## src/rtl/sw_input_ctrl.sv

```systemverilog
`default_nettype none
// ============================================================================
//  Module   : sw_input_ctrl
//  Purpose  : Switch-bank word entry controller. The operator keys a word in
//             from the switches, either in one phase (sign/zero extended) or
//             in two phases (low half, then high half). The finished word is
//             held for the CPU until it is read (rd_ack) or cleared.
//  Ports    : clk            system clock, rising edge
//             rst_n          asynchronous active-low reset
//             confirm_pulse  confirm key, single-cycle pulse
//             clear_pulse    clear key, single-cycle pulse
//             sw[SW_W]       raw switch bank
//             wide_mode      0 = single-phase entry, 1 = two-phase entry
//             sign_ext       single-phase: 1 = sign-extend, 0 = zero-extend
//             rd_ack         CPU read acknowledge, consumes the word
//             data_out[2*SW_W] entered word (registered)
//             data_valid     word pending for the CPU
//             state_led[2]   IDLE=00, HALF=01, FULL=10
//             overrun        sticky: confirm pressed while a word was pending
//             entry_cnt[8]   number of words consumed by the CPU (wraps)
//  Revision : 1.0  initial release
// ============================================================================
module sw_input_ctrl #(
    parameter int SW_W = 16
) (
    input  logic                clk,
    input  logic                rst_n,
    input  logic                confirm_pulse,
    input  logic                clear_pulse,
    input  logic [SW_W-1:0]     sw,
    input  logic                wide_mode,
    input  logic                sign_ext,
    input  logic                rd_ack,
    output logic [2*SW_W-1:0]   data_out,
    output logic                data_valid,
    output logic [1:0]          state_led,
    output logic                overrun,
    output logic [7:0]          entry_cnt
);

    typedef enum logic [1:0] {
        ST_IDLE = 2'b00,
        ST_HALF = 2'b01,
        ST_FULL = 2'b10,
        ST_BAD  = 2'b11
    } state_t;

    localparam logic [2*SW_W-1:0] c_DATA_ZERO = '0;
    localparam logic [SW_W-1:0]   c_HALF_ZERO = '0;

    state_t              r_state;
    logic [2*SW_W-1:0]   r_data;
    logic                r_valid;
    logic                r_overrun;
    logic [7:0]          r_cnt;

    state_t              w_state_nx;
    logic [2*SW_W-1:0]   w_data_nx;
    logic                w_valid_nx;
    logic                w_overrun_nx;
    logic [7:0]          w_cnt_nx;
    logic [SW_W-1:0]     w_ext_hi;

    // Upper half for a single-phase entry: copies of the switch MSB when
    // sign extending, zeros otherwise.
    assign w_ext_hi = {SW_W{sw[SW_W-1] & sign_ext}};

    // ------------------------------------------------------------------------
    // State and output registers
    // ------------------------------------------------------------------------
    always_ff @(posedge clk or negedge rst_n) begin
        if (!rst_n) begin
            r_state   <= ST_IDLE;
            r_data    <= c_DATA_ZERO;
            r_valid   <= 1'b0;
            r_overrun <= 1'b0;
            r_cnt     <= 8'd0;
        end else begin
            r_state   <= w_state_nx;
            r_data    <= w_data_nx;
            r_valid   <= w_valid_nx;
            r_overrun <= w_overrun_nx;
            r_cnt     <= w_cnt_nx;
        end
    end

    // ------------------------------------------------------------------------
    // Next-state / next-output logic. All decisions use the state held at
    // the start of the cycle; clear overrides every other event.
    // ------------------------------------------------------------------------
    always_comb begin
        w_state_nx   = r_state;
        w_data_nx    = r_data;
        w_valid_nx   = r_valid;
        w_overrun_nx = r_overrun;
        w_cnt_nx     = r_cnt;

        if (clear_pulse) begin
            // Discards any word; the consumed-word count is not a property
            // of the current word, so it is left alone.
            w_state_nx   = ST_IDLE;
            w_data_nx    = c_DATA_ZERO;
            w_valid_nx   = 1'b0;
            w_overrun_nx = 1'b0;
        end else begin
            case (r_state)
                ST_IDLE: begin
                    if (confirm_pulse) begin
                        if (wide_mode) begin
                            w_state_nx = ST_HALF;
                            w_data_nx  = {c_HALF_ZERO, sw};
                        end else begin
                            w_state_nx = ST_FULL;
                            w_data_nx  = {w_ext_hi, sw};
                            w_valid_nx = 1'b1;
                        end
                    end
                end

                // Being in HALF is itself the latched wide-mode record, so the
                // live wide_mode/sign_ext inputs are not consulted here.
                ST_HALF: begin
                    if (confirm_pulse) begin
                        w_state_nx = ST_FULL;
                        w_data_nx  = {sw, r_data[SW_W-1:0]};
                        w_valid_nx = 1'b1;
                    end
                end

                // An ack wins over a simultaneous confirm; a lone confirm
                // only flags the overrun and leaves the pending word intact.
                ST_FULL: begin
                    if (rd_ack) begin
                        w_state_nx = ST_IDLE;
                        w_valid_nx = 1'b0;
                        w_cnt_nx   = r_cnt + 8'd1;
                    end else if (confirm_pulse) begin
                        w_overrun_nx = 1'b1;
                    end
                end

                // Unreachable encoding: fall back to IDLE with nothing pending.
                default: begin
                    w_state_nx = ST_IDLE;
                    w_valid_nx = 1'b0;
                end
            endcase
        end
    end

    assign data_out   = r_data;
    assign data_valid = r_valid;
    assign state_led  = r_state;
    assign overrun    = r_overrun;
    assign entry_cnt  = r_cnt;

endmodule
`default_nettype wire
```

## config.mk

```make
export PLATFORM = sky130hd
export DESIGN_NAME = sw_input_ctrl
export DESIGN_NICKNAME = d
export VERILOG_FILES = /design/src/rtl/sw_input_ctrl.sv
export SDC_FILE = /design/constraint.sdc
export NUM_CORES = 1
export LEC_CHECK = 0
export CORE_MARGIN = 2
export CORE_UTILIZATION = 40
export CTS_BUF_LIST = sky130_fd_sc_hd__clkbuf_8
export DETAILED_ROUTE_END_ITERATION = 7
export DONT_BUFFER_PORTS = 1
export HOLD_SLACK_MARGIN = 0.1
export MAX_ROUTING_LAYER = met4
export PLACE_DENSITY = 0.65
export SYNTH_ARGS = -nofsm -noshare
export SYNTH_HDL_FRONTEND = slang
export SYNTH_SLANG_ARGS = --single-unit
```

## constraint.sdc

```tcl
create_clock -name clk -period 2.15 [get_ports clk]
set_clock_uncertainty 0.1 [all_clocks]
set_input_delay 0.215 -clock clk [delete_from_list [all_inputs] [get_ports clk]]
set_output_delay 0.215 -clock clk [all_outputs]
set_load 0.01 [all_outputs]
```

Word-level counts from Yosys, hierarchy flattened:

Cells that the tools add are included.

* add/subtract/negate cells: 1
* equal/unequal tests: 8
* mux-type cells: 20
* bitwise operators: 2
* reduce and logical (&&, ||, !) cells: 11

Operator list (count)
* 32-bit 2-to-1 mux: 4
* 32-bit case mux with 2 select lines: 1
* 3-bit AND reduction: 5
* 3-bit inequality test (second input constant): 4
* 2-bit 2-to-1 mux: 5
* 8-bit by 1-bit adder with 8-bit output (second input constant): 1
* 1-bit 2-to-1 mux: 8
* 2-bit case mux with 3 select lines: 1
* 2-bit nonzero test: 3
* 2-bit inequality test (second input constant): 2
* 4-bit AND reduction: 1
* 1-bit case mux with 3 select lines: 1
* 3-bit nonzero test: 1
* 2-bit by 1-bit == test with 1-bit output (second input constant): 1
* 2-bit == test (second input constant): 1
* 2-bit logical NOT: 1
* 1-bit AND: 1
* 1-bit NOT: 1

* bits in registers: 44
* bits of input ports: 23
* output and inout bits: 44
* logic and storage cells: 48

Longest topological paths before layout:

Gate-level depths: netlist of the first run.

* word-level depth: 5
* depth in mapped cells: 7

Worst setup path after synthesis of the first run:

Ideal clock, no wire load.

* kind: reg-to-reg
* start: reg r_state[1], in the netlist state_led[1]
* end: reg r_data[10], in the netlist data_out[10]
* data arrival time: 1.402 ns
* slack: 0.583 ns
* stages on the path, launching flop included: 7
* buffers on the path: 2
* clock period less this slack: 1.567 ns
* cells stage by stage: dfrtp_1 buf_4 nor2b_4 nand2_2 nor2_1 buf_4 a22o_1

* word-level cells in the longest chain between the ends: 3

RTL lines
* from (decl): line 51 `state_t r_state;`
* from (signal assigned): line 79 `r_state <= w_state_nx;`
* 2-bit by 1-bit == test with 1-bit output / 2-bit logical NOT (equally long branches): line 106 `case (r_state)`
* 32-bit case mux with 2 select lines (tied with other cells): line 106
* 32-bit 2-to-1 mux / 3-bit AND reduction (equally long branches)
* to (signal assigned): line 74 `r_data <= c_DATA_ZERO;`
* to (signal assigned): line 80 `r_data <= w_data_nx;`
* to (decl): line 52 `logic [2*SW_W-1:0] r_data;`

Several ways; a longest one is shown, not always the timed one.
A chain may end at the register's enable or synchronous reset.

Worst setup path after layout of the first run:

* start: reg r_state[0], in the netlist state_led[0]
* end: reg r_state[0], in the netlist state_led[0]

* word-level cells in the longest chain between the ends: 3

RTL lines (line)
* 2-bit == test (tied with other cells): 106
* 3-bit inequality test (no line) / 2-bit case mux with 3 select lines (equally long branches)
* 3-bit AND reduction (no line) / 2-bit 2-to-1 mux (equally long branches)

Several ways; a longest one is shown, not always the timed one.

==> results of run 1 <==
## kinds of logic after synthesis
group / Yosys count / share of synthesized area [%]
simple gates: 38 / 11.3
mux: 3 / 1.79
compound gates: 54 / 18.8
fa+ha+maj: 1 / 0.688
xor+xnor: 7 / 3.37
flops: 44 / 60.5
buf+inv: 12 / 3.44
## final cells by class
cell class	count	area share (%)
Inverter	3	0.512
Timing Repair Buffer	26	11.8
Tap cell	52	2.96
Clock buffer	5	3.13
Sequential cell	44	50.0
Clock inverter	3	1.76
Multi-Input combinational cell	103	29.8
## registers in the layout, summed over array words and instances (netlist names)
signal,cells
data_out,32
data_valid,1
entry_cnt,8
overrun,1
state_led,2
## worst max-delay path, cell delays in order (launching register included)
cell           delay [ns]
dfrtp_1              0.47
inv_1                0.18
nand2_1              0.09
mux2_2               0.26
nor3_1               0.20
dlygate4sd3_1        0.61
## cells in the final DEF (no fill, tap or decap), types with 2 or more instances in the layout
| master | synthesis | layout |
|---|---|---|
| dlygate4sd3_1 | 0 | 21 |
| buf_4 | 4 | 4 |
| dfrtp_1 | 44 | 44 |
| nor2_1 | 6 | 6 |
| o21ai_0 | 15 | 15 |
| xnor2_1 | 3 | 3 |
| a21oi_1 | 18 | 18 |
| mux2_2 | 2 | 2 |
| inv_1 | 3 | 4 |
| nand4_1 | 2 | 2 |
| nand2_1 | 22 | 22 |
| xor2_1 | 4 | 4 |
| a22o_1 | 16 | 16 |
| clkbuf_8 | 0 | 5 |
## per-layer routing
metal / vias to the layer above / track usage [%] / wire [µm]
li1: 609 / - / -
met2: 63 / 32.6 / 2240
met3: 9 / 5.63 / 300
met4: 0 / 7.34 / 106
met1: 677 / 23.1 / 1800
met5: - / - / 0
## power groups by stage
stage / Clock, W / Sequential [W] / Combinational (W)
6_report: 0.000603 / 0.000996 / 0.000210
3_3_place_gp: 0 / 0.00101 / 0.000144
3_5_place_dp: 0 / 0.00101 / 0.000153
2_1_floorplan: 0 / 0.000989 / 0.000128
5_1_grt: 0.000665 / 0.00101 / 0.000240
4_1_cts: 0.000621 / 0.000998 / 0.000213
## metrics by stage
step / power [W] / utilization (%) / setup WS, ns / hold WS, ns
after global routing: 0.00191 / 50.5 / 0.0278 / 0.133
after CTS: 0.00183 / 50.5 / 0.196 / 0.113
after global placement: 0.00115 / 42.8 / 0.342 / -0.179
after detailed placement: 0.00117 / 42.8 / 0.216 / -0.179
final: 0.00181 / 50.5 / 0.172 / 0.126
after floorplan: 0.00112 / - / 0.583 / -0.181
## worst paths after layout
kind,start,endpoint,depth (start not counted)
max,state_led[0],state_led[0],5
min,wide_mode,data_out[16],3
max reg2reg,state_led[0],state_led[0],5
min reg2reg,entry_cnt[7],entry_cnt[7],1
max in group asynchronous,rst_n,data_out[29],2
min in group asynchronous,rst_n,entry_cnt[3],2
## what timing repair did
action                    CTS  global route
hold endpoints to repair   80             0
hold buffers               22             0
setup buffers               0             0
==> metrics list, run 1 <==
- Worst slew margin: 29.7%
- Layout net count: 207
- In this run, synthesis inferred 0 flip-flops with an integrated enable.
* Status: complete, no violations
- Antenna violations before repair: 0
- Post-CTS repair changed the size of 0 cells.
- Endpoint required time on the critical path: 2.27 ns
* Final design area excluding fillers: 0.00220 mm²
- Summed over all nets, the switching power comes to 0.000482 W.
- Number of DRC violations after detailed routing: 0
* Top cell types by occurrence after synthesis: dfrtp_1 (44), nand2_1 (22), a21oi_1 (18)
* Classification of the worst-slack hold path: in -> reg
- Switching fraction of total power: 26.6%
* Floorplan die width: 71.4 µm
- Of the total power, registers draw 55.1%.
* Final number of max-transition violations: 0
* Area used by multi-input combinational logic: 656 µm²
* Average wire per standard cell: 18.9 µm
- Maxcap violations: 0
- Final setup fails: 0
- In the synthesized netlist the async set-or-reset flop fraction comes to 100%.
- Based on the critical path, the design can be clocked at up to 0.506 GHz.
- The setup check on the worst reg-to-reg path leaves a slack of 0.17 ns.
- Setup TNS Final: 0 ns
- Period minus WS final: 1.98 ns
* Yosys warning total: 0
* CTS sink count: 44
- Per report_power, the clock group accounts for 33.3% of the total.
- Buffers placed on the I/O ports in this run total 0.
- Post-route non-filler standard cell count: 236
* Number of routed nets with antenna violations: 0
- Fill cell total of the finished layout: 398
- Grt ovf: 0
- The first global-routing pass estimated 7540 µm of wire.
* Clock latency on the worst-skew pair: 0.29 ns
- In this run the cell area of the synthesized design comes to 0.00182 mm².
* Clock tree from TritonCTS: done
* Final RePlAce weighted congestion: 0.832
- The floorplan step set the die height to 71.4 µm.
- The region available for standard cell placement spans 0.00435 mm².
- Type of destination of the critical path: flop
* Crit share post-route: 92.0%
* Sequential Area: 0.00110 mm²
* N_diodes: 0
* Count of cell types in the netlist: 30
- Path type of the worst setup path: reg -> reg
* Power per unit of standard cell area: 822 mW/mm²
- Clock Pin Slew Worst Setup and Hold Paths: 0.08 ns
- Cell type with the largest total area after synthesis: dfrtp_1
- VDD sags by at most 0.283 mV.
* Die ar.: 0.00510 mm²
- Combinational cells account for 11.6% of the total power.
* Synthesized netlist cell count: 159
* Placement row count: 24
- Leakage power summed over all cells: 1.02 nW
* Number of top-level pins: 67
* Layout cell share with drive strength beyond 1: 10.9%
* Maximum number of pins on one net before global-route repair: 45
- H-tree levels: 2
* Pin slew with the least headroom to its limit: 1.05 ns
* Clock buffers created by TritonCTS: 5
* Leading cell types by total area after synthesis: dfrtp_1 (61%), a22o_1 (7.7%), a21oi_1 (5.0%)
* Clock root buffer: clkbuf_8
- Most instantiated flip-flop cell in the synthesis netlist: dfrtp_1
- Across all layers, the routed design uses 1358 vias.
- The most common cell in the synthesized netlist is dfrtp_1.
* DP Area: 0.00186 mm²
* Iteration count of the initial detailed-routing pass: 4
- The worst setup path is launched from a flop.
- Cell internal power was estimated by the tool at 0.00133 W.
- The synthesized design contains 44 register bits.
* Layout Area Growth over Synthesis: 21.0%
* Portion of synthesized cell area occupied by the leading cell type: 60.5%
* Synth Net Count: 183
- The final layout contains routed wiring with a total length of 4450 µm.
- After legalization and detailed placement, the total HPWL measured 2980 µm.
- In this run the worst path has a maximum fanout of 6.
- DRC violation total after the first TritonRoute iteration: 78
- Via count of the first global-routing pass: 1478
- Maximum clock insertion buffer count: 2
* Mean number of vias per cell: 5.75
* Unrepaired setup endpoints after global routing: no
- After synthesis, the mean cell area works out to 11.4 µm².
* Initial standard-cell utilization of the core: 41.8%
- Counting tap cells, the placed design contains a total of 206 instances.
- The share of the Yosys chip area taken by registers is 60.5%.
- The final-report hold violation count was 0.
- Arr. time, crit path: 2.10 ns
* Gr usage total: 19.8%
(Power assumes the default switching activity.)
==> run 2, diff against run 1 <==
--- a/config.mk
+++ b/config.mk
@@ -5,6 +5,7 @@
 export SDC_FILE = /design/constraint.sdc
 export NUM_CORES = 1
 export LEC_CHECK = 0
+export ABC_AREA = 1
 export CORE_MARGIN = 2
 export CORE_UTILIZATION = 40
 export CTS_BUF_LIST = sky130_fd_sc_hd__clkbuf_8
==> run 2 against run 1 <==
Net effect:
- synthesized cell count is 38% higher
- flip-flop and latch count stayed put
- register-to-register slack gained 0.22 ns
- die area up 10%
- critical path type unchanged
==> metrics list, run 2 <==
- Status: complete, no violations
- Pin slew with the least headroom to its limit: 0.577 ns
- After the last flow step, the layout net total stands at 266.
- Peak VDD IR: 0.394 mV
- Layout cell share with drive strength beyond 1: 14.0%
* Global-route wire length before repair: 7780 µm
- Clock tree synthesis inserted a total of 5 buffers.
- Multiplexer share of the synthesized area: 0%
- The cell sitting at the root of the clock tree is a clkbuf_8.
- Sequential area share after synthesis: 54.5%
- The first routing iteration left 72 violations.
- The routed design has 4750 µm of wire.
* Average footprint of a synthesized cell: 9.19 µm²
- Leading cell types by total area after synthesis: dfrtp_1 (54%), nand3_1 (14%), nand2_1 (7.1%)
- Register bit count reported by yosys: 44
- Setup violations remaining at the end of the flow were counted as 0.
- Setup TNS Final: 0 ns
- The core region is 0.00479 mm².
- For this run, the leading register cell type out of synthesis is dfrtp_1.
* Sequential Area: 0.00110 mm²
* CTS sink count: 44
- The initial utilization of the core area, before any placement, comes to 42.2%.
* Type of destination of the critical path: flop
* Cell with the most instances after synthesis: nand3_1
* Iteration count of the initial detailed-routing pass: 4
* Layout Area Growth over Synthesis: 20.6%
- Mean number of vias per cell: 5.11
- The design draws 0.00208 W.
* Grt ovf: 0
* Maximum number of pins on one net before global-route repair: 45
- Path type of the worst setup path: reg -> reg
* Async set-reset flop share out of synthesis: 100%
- Mapped Area: 0.00202 mm²
* Clock latency on the worst-skew pair: 0.29 ns
- Fill cell total of the finished layout: 468
- Maxcap violations: 0
* Portion of synthesized cell area occupied by the leading cell type: 54.5%
- Summing all multi-input logic gate instances after layout gives 813 µm².
* Number of DRC violations after detailed routing: 0
- In this run the deepest clock path goes through 2 buffers.
- Arr. time, crit path: 1.88 ns
- Gr usage total: 19.0%
- The count of nets left with antenna violations once routing finished came out at 0.
- Max reg flops: 32
- H-tree levels: 2
* Clock tree from TritonCTS: done
* Via count of the first global-routing pass: 1565
* Count of buffers from port buffering: 0
* Top cell types by occurrence after synthesis: nand3_1 (55), dfrtp_1 (44), nand2_1 (38)
- Simple logic cell fraction of the synthesized area: 30.3%
- Die Span Y: 75.1 µm
- Once the clock tree was built, the setup fixing pass inserted 0 buffers.
* Element type at the critical path start: flop
- Antenna violations before repair: 0
- Synthesis produced 220 cells.
- Summed over all cells, the static leakage comes to 1.25 nW.
- For the worst setup path, the data required time is 2.27 ns.
- The number of antenna diodes in the final layout is 0.
- Summing the areas of all fa, ha and maj instances in the mapped netlist gives 0.619% of the synthesized area.
- Die ar.: 0.00564 mm²
- In this run, synthesis inferred 0 flip-flops with an integrated enable.
- Clock-pin slew was measured on the worst setup and hold paths at 0.08 ns.
* Power per unit of standard cell area: 853 mW/mm²
- In this run the horizontal extent of the chip is 75.1 µm.
- The detailed router placed 1580 vias in this run.
- For this design the top-level I/O count stands at 67.
* Final number of max-transition violations: 0
* Dominant combinational cell family by area after synthesis: simple AND/OR/NAND/NOR gates
- In the layout the commonest cells are nand3_1 (55), dfrtp_1 (44), nand2_1 (38), nor2_1 (23), dlygate4sd3_1 (22).
* Post-DP HPWL: 3070 µm
- Of the total synthesized cell area, the portion taken by XOR and XNOR cells is 2.48%.
- In this run the worst path has a maximum fanout of 18.
- Worst slew margin: 61.5%
- Average wire per standard cell: 15.4 µm
- When the netlist entered floorplanning its net count stood at 244.
- Period minus WS final: 1.76 ns
* Classification of the worst-slack hold path: in -> reg
* Final hold violation count: 0
* Yosys warning total: 0
* Final RePlAce weighted congestion: 0.752
* Crit share post-route: 81.9%
- Count of cell types in the netlist: 23
- Placement row count: 25
* Cell type with the largest total area after synthesis: dfrtp_1
- Synth Area in Compound Gates: 6.87%
* Unrepaired setup endpoints after global routing: no
- Maximum clock rate: 0.568 GHz
- The library cell used most frequently in the layout, excluding fill and tap cells, is nand3_1.
==> run 2: path summary, 6_finish.rpt <==
path,startpoint,to,slack (ns),cells after the start
max in group asynchronous,rst_n,data_out[14],1.39,2
setup / recovery,state_led[1],data_out[28],0.39,5
min in group asynchronous,rst_n,data_out[10],0.36,2
hold / removal,confirm_pulse,data_out[21],0.16,3
hold reg to reg,data_valid,data_valid,0.45,2
setup reg to reg,state_led[1],data_out[28],0.39,5
==> run 2: cell type report <==
class,count,share of cell area [%]
Sequential cell,44,45.2
Multi-Input combinational cell,153,33.4
Timing Repair Buffer,25,10.8
Tap cell,67,3.44
Clock buffer,5,2.82
Clock inverter,2,2.46
Inverter,13,2.00
==> run 2: critical path, cell delays in order, from the launching register on <==
cell and delay, ns:
dfrtp_1 0.46, inv_2 0.15, nand2_4 0.16, nor2_8 0.27, nand2_2 0.29, o21ai_0 0.24
==> run 2: where the power goes <==
part	internal, W	leakage [nW]	switching (W)
Combinational	0.000114	0.602	0.000191
Clock	0.000457	0.0642	0.000273
Sequential	0.000912	0.582	0.000133
Total	0.00148	1.25	0.000596
==> run 2: kinds of logic (layout without fill, tap and decap cells) <==
logic type | after synthesis | in the layout
flip-flops | 44 | 44
AO/OA/AOI/OAI | 20 | 20
AND/OR/NAND/NOR | 128 | 128
adder cells (fa/ha/maj) | 1 | 1
buffers and inverters | 23 | 45
XOR/XNOR | 4 | 4
==> run 2: stage by stage <==
stage | cells | instance area [µm²] | hold slack [ns] | setup WS (ns) | util, %
after CTS | 309 | 2440 | 0.149 | 0.384 | 51.0
after floorplan | 220 | 2020 | -0.181 | 0.791 | -
after global routing | 309 | 2440 | 0.167 | 0.184 | 51.0
after detailed placement | 279 | 2060 | -0.179 | 0.396 | 43.1
after global placement | 279 | 2060 | -0.179 | 0.456 | 43.1
final | 309 | 2440 | 0.158 | 0.388 | 51.0
==> run 2: timing repair <==
| action | in CTS | in global routing |
|---|---|---|
| endpoints found under the hold margin | 81 | 0 |
| setup endpoints to repair | 0 | 0 |
| hold buffers | 23 | 0 |
| resized for setup | 0 | 0 |
==> run 2: metal layers <==
metal | vias to the layer above | global-route usage [%] | part of all wire, %
li1 | 767 | - | -
met1 | 758 | 24.3 | 43
met2 | 50 | 29.0 | 48
met3 | 5 | 6.02 | 8.0
met4 | 0 | 5.95 | 1.1
met5 | - | - | 0
